[config.mk]
export PLATFORM = sky130hd
export DESIGN_NAME = pipe_stage_skid
export DESIGN_NICKNAME = d
export VERILOG_FILES = /design/src/rtl/pipe_stage_skid.sv
export SDC_FILE = /design/constraint.sdc
export NUM_CORES = 1
export LEC_CHECK = 0
export ABC_AREA = 1
export ABC_CLOCK_PERIOD_IN_PS = 2400
export BUFFER_PORTS_ARGS = -buffer_cell sky130_fd_sc_hd__buf_2
export CAP_MARGIN = 20
export CORE_UTILIZATION = 45
export DETAILED_ROUTE_END_ITERATION = 7
export PLACE_DENSITY = 0.73
export SETUP_SLACK_MARGIN = 0.4
export SYNTH_ARGS = -nofsm -noshare
export SYNTH_HDL_FRONTEND = slang
export SYNTH_SLANG_ARGS = --single-unit
[constraint.sdc]
create_clock -name clk -period 2.4 [get_ports clk]
set_input_delay 0.12 -clock clk [delete_from_list [all_inputs] [get_ports clk]]
set_output_delay 0.12 -clock clk [all_outputs]
set_load 0.05 [all_outputs]
[src/rtl/pipe_stage_skid.sv]
// Pipeline stage register with control/data split, ready/valid backpressure and flush.
// SKID=1 adds a second entry so in_ready can be registered; SKID=0 is a single register.
module pipe_stage_skid #(
  parameter int unsigned         CTRL_W   = 5,
  parameter int unsigned         DATA_W   = 64,
  parameter logic [CTRL_W-1:0]   CTRL_RST = '0,
  parameter bit                  SKID     = 1'b1,
  parameter int unsigned         CNT_W    = 16
) (
  input  logic              clk,
  input  logic              rst,
  input  logic              flush,
  input  logic              in_valid,
  output logic              in_ready,
  input  logic [CTRL_W-1:0] in_ctrl,
  input  logic [DATA_W-1:0] in_data,
  output logic              out_valid,
  input  logic              out_ready,
  output logic [CTRL_W-1:0] out_ctrl,
  output logic [DATA_W-1:0] out_data,
  output logic [CNT_W-1:0]  stall_cnt
);

  typedef enum logic [1:0] {StEmpty, StOne, StTwo} state_e;

  state_e            state_q;
  logic              out_valid_q;
  logic              in_ready_q;
  logic [CTRL_W-1:0] m_ctrl_q;
  logic [DATA_W-1:0] m_data_q;
  logic [CTRL_W-1:0] s_ctrl_q;
  logic [DATA_W-1:0] s_data_q;
  logic [CNT_W-1:0]  stall_cnt_q;

  logic accept;
  logic retire;

  // Without the skid entry the stage can only take a beat if its one slot drains this cycle.
  assign in_ready = SKID ? in_ready_q : (!out_valid_q || out_ready);
  assign accept   = in_valid && in_ready;
  assign retire   = out_valid_q && out_ready;

  assign out_valid = out_valid_q;
  assign out_ctrl  = m_ctrl_q;
  assign out_data  = m_data_q;
  assign stall_cnt = stall_cnt_q;

  always_ff @(posedge clk) begin
    if (rst) begin
      state_q     <= StEmpty;
      out_valid_q <= 1'b0;
      in_ready_q  <= 1'b1;
      m_ctrl_q    <= CTRL_RST;
      m_data_q    <= '0;
      s_ctrl_q    <= CTRL_RST;
      s_data_q    <= '0;
    end else if (flush) begin
      // Any accepted beat is dropped; data fields are left as they were.
      state_q     <= StEmpty;
      out_valid_q <= 1'b0;
      in_ready_q  <= 1'b1;
      m_ctrl_q    <= CTRL_RST;
    end else begin
      case (state_q)
        StEmpty: begin
          if (accept) begin
            state_q     <= StOne;
            out_valid_q <= 1'b1;
            m_ctrl_q    <= in_ctrl;
            m_data_q    <= in_data;
          end
        end
        StOne: begin
          if (accept && retire) begin
            m_ctrl_q <= in_ctrl;
            m_data_q <= in_data;
          end else if (accept) begin
            state_q    <= StTwo;
            in_ready_q <= 1'b0;
            s_ctrl_q   <= in_ctrl;
            s_data_q   <= in_data;
          end else if (retire) begin
            state_q     <= StEmpty;
            out_valid_q <= 1'b0;
            m_ctrl_q    <= CTRL_RST;
          end
        end
        StTwo: begin
          if (retire) begin
            state_q    <= StOne;
            in_ready_q <= 1'b1;
            m_ctrl_q   <= s_ctrl_q;
            m_data_q   <= s_data_q;
          end
        end
        default: begin
          state_q     <= StEmpty;
          out_valid_q <= 1'b0;
          in_ready_q  <= 1'b1;
          m_ctrl_q    <= CTRL_RST;
        end
      endcase
    end
  end

  always_ff @(posedge clk) begin
    if (rst) begin
      stall_cnt_q <= '0;
    end else if (out_valid_q && !out_ready && (stall_cnt_q != '1)) begin
      stall_cnt_q <= stall_cnt_q + 1'b1;
    end
  end

  bubble_ctrl_a: assert property (@(posedge clk) disable iff (rst)
    !out_valid |-> (out_ctrl == CTRL_RST));

  full_not_ready_a: assert property (@(posedge clk) disable iff (rst)
    (state_q == StTwo) |-> !in_ready);

  valid_matches_state_a: assert property (@(posedge clk) disable iff (rst)
    out_valid == (state_q != StEmpty));

endmodule

==> impl_metrics.csv <==
group,metric,value,unit
run_status,outcome,"completed",
clock_tree,clock_sinks,158,
cells_and_area,layout.cells.most_common,"nand2_1",
place,port_buffers,160,
synthesis,netlist_area,0.00707,mm2
min_path,hold_depth,3,
sta,fraction_of_the_cycle_the_final_worst_path_needs,0.746,
synthesis,sequential_element_share_of_the_synthesized_area,0.448,
synthesis,postSynthNetCount,1163,
routing,totalWireLength,16700,um
grt,vias_in_the_first_global_route,6060,
clock_tree,ctsLongestPathBuffers,2,
grt,globalRouteOverflowTotal,0,
cells_and_area,post_route_cells_drive_above_1_share,0.163,
sta,timing.setup.tns,0,ps
place,dp_wirelength,10700,um
grt,antenna_found_initial,0,
place,gp_routability_congestion,0.803,
cells_and_area,syn2layout_area_growth,30.1,%
floorplan,die_area,0.0162,mm2
floorplan,std_cell_rows,45,
pwr,fin_total_pwr,6.54,mW
floorplan,initial_core_util,0.463,
setup_path,crit_path_frequent_cell,"nand2_1",
floorplan,die_h,127,um
sta,finalHoldViolCount,0,
routing,drc,0,
setup_path,cpPeakStageDelay,360,ps
setup_path,worst_path_dominant_cell_family,"simple AND/OR/NAND/NOR gates",
sta,setup_clock_skew_after_layout,9.00,ps
synthesis,yosys_warnings,0,
min_path,hp-class,"in2reg",
setup_path,timing.reg2reg.worst_path_depth,8,
setup_path,crit_cells,8,
pwr,power.density,711,mW/mm2
setup_path,critPathRequiredTime,2720,ps
setup_path,end_kind,"flop",
clock_tree,htreeDepth,4,
clock_tree,clkSlewWorstSetupHoldPaths,60,ps
routing,detailed_route_iter0_violations,381,
setup_path,end_point_of_the_critical_path,"out_data[42]",
cells_and_area,instances_no_fill,1505,
place,post-place-cells,1411,
clock_tree,clk-insertion-delay-late,430,ps
place,detailedPlace.worstSlack,549,ps
sta,setup_viol,0,
sta,slack_of_the_critical_path,610,ps
sta,slew_headroom,0.514,
grt,global_routing_usage_summed_across_all_routing_layers,0.212,
setup_path,cp_slowest_cell,"dfxtp_1",
clock_tree,tritoncts_clock_tree,"built",
place,placed_cell_area,0.00800,mm2
pwr,ir_worst_vdd,479,uV
synthesis,postSynthRegisterBits,158,
synthesis,postSynthAreaPerCell,6.49,um2
synthesis,synthesis.instances,1088,
routing,vias,6963,
routing,via_per_inst,4.63,
clock_tree,cts_setup_buffers,0,
setup_path,path_buf_inv,1,
setup_path,worst-setup-path-type,"reg2reg",
setup_path,path_cells,"nand2_1, nand2_1, nand2_1, nor3_4, buf_12, nand2_1, nand2_1, nor2_1",
grt,grt_start_max_net_pins,115,
floorplan,die-width,127,um
setup_path,timing_startpoint_of_the_critical_path,"out_valid",
routing,wl_per_cell,11.1,um
sta,rsz0062_at_grt,"false",
clock_tree,cts_root_buf,"clkbuf_16",
sta,finalMaxSlewViolations,0,
cells_and_area,layout.cell_area.non_filler,0.00919,mm2
grt,grt_pass1_wl,27800,um
clock_tree,cts_inserted_buffers,17,
sta,max_slew.worst_pin.slew,730,ps
sta,tmin_final,1790,ps
routing,ant_nets,0,
flow_run,cap_viol_max_count,0,
setup_path,worst-endpoint-arrival,2110,ps
routing,drt_first_pass_iters,5,
setup_path,regToRegEndpoint,"out_data[42]",
floorplan,ioPinCount,161,
setup_path,worst_r2r_startpoint,"out_valid",
cells_and_area,antenna-diode-count,0,
cells_and_area,num-nets-final,1356,
synthesis,synth_cell_type_count,26,
sta,clock.fmax,559,MHz
setup_path,critPathLaunchType,"flop",
setup_path,setup.reg_to_reg.worst_slack,610,ps
floorplan,core,0.0153,mm2
cells_and_area,final_cell_mix,"nand2_1, nor2_1, buf_2",
pwr,cellLeakagePower,4.47,nW
setup_path,worstPathMaxFanout,73,
==> metrics by stage <==
stage / hold slack (ps) / utilization
finish: 4.69 / 0.602
global route: 7.57 / 0.602
CTS: 3.17 / 0.602
detailed placement: 380 / 0.524
global placement: 374 / 0.524
floorplan: 259 / -
==> registers in the layout, summed over array words and instances, names as in the netlist <==
register   flops
stall_cnt     16
state_q        2
out_data      64
s_data_q      64
out_ctrl       5
out_valid      1
s_ctrl_q       5
in_ready       1
==> how the worst min path moves through the flow <==
stage | start | end | slack, ps
global placement | in_data[14] | s_data_q[14] | 370
finish | in_data[35] | s_data_q[35] | 5
CTS | in_data[52] | s_data_q[52] | 3
detailed placement | in_data[14] | s_data_q[14] | 380
floorplan | rst | in_ready | 260
global route | in_data[35] | s_data_q[35] | 8
==> worst register-to-register path: stages (launching register included) <==
cell and delay [ps]:
dfxtp_1 360, nand2_1 170, nand2_1 140, nand2_1 110
nor3_4 290, buf_12 300, nand2_1 200, nand2_1 80
nor2_1 40
==> cells by family after synthesis <==
| family | share of synthesized area |
|---|---|
| AO/OA/AOI/OAI | 0.132 |
| buffers and inverters | 0.113 |
| AND/OR/NAND/NOR | 0.298 |
| XOR/XNOR | 0.00744 |
| adder cells (fa/ha/maj) | 0.00177 |
| flip-flops | 0.448 |
==> Yosys cell counts (all sizes together) <==
master | instances | area (um2)
and3 | 1 | 6.26
o21ai | 120 | 604
xor2 | 4 | 35.0
nor3 | 1 | 10.0
ha | 1 | 12.5
dfxtp | 158 | 3160
xnor2 | 2 | 17.5
nand3 | 12 | 65.1
o211ai | 1 | 7.51
nor2 | 207 | 790
nand4 | 6 | 37.5
clkbuf | 27 | 103
nand2 | 317 | 1190
a21oi | 64 | 320
buf | 32 | 194
inv | 134 | 503
nand3b | 1 | 7.51
==> layer usage <==
layer / vias up / track usage / routed length, um
li1: 3709 / - / -
met1: 3059 / 0.271 / 7730
met2: 168 / 0.344 / 7830
met3: 27 / 0.0582 / 898
met4: 0 / 0.0714 / 292
met5: - / 0 / 0
==> report_power, final <==
| part | switching (mW) | total, mW | leakage [nW] | internal [mW] |
|---|---|---|---|---|
| clock | 1.09 | 2.58 | 0.273 | 1.49 |
| sequential | 0.0669 | 2.83 | 1.29 | 2.76 |
| combinational | 0.776 | 1.13 | 2.91 | 0.355 |
| total | 1.94 | 6.54 | 4.47 | 4.60 |
==> area by class of cell <==
cell class	instances	area (um2)
inverters	134	505
multi-input cells	737	3120
repair buffers	233	1570
clock buffers	20	457
fillers	1428	6070
clock inverters	12	111
well taps	211	264
flip-flops and latches	158	3160
==> repair_timing <==
item / CTS / global route
hold buffers: 62 / 0
resized for setup: 0 / 2
hold endpoints to repair: 62 / 0
setup endpoints to repair: 0 / 43
Power figures use the tool's default switching activity.
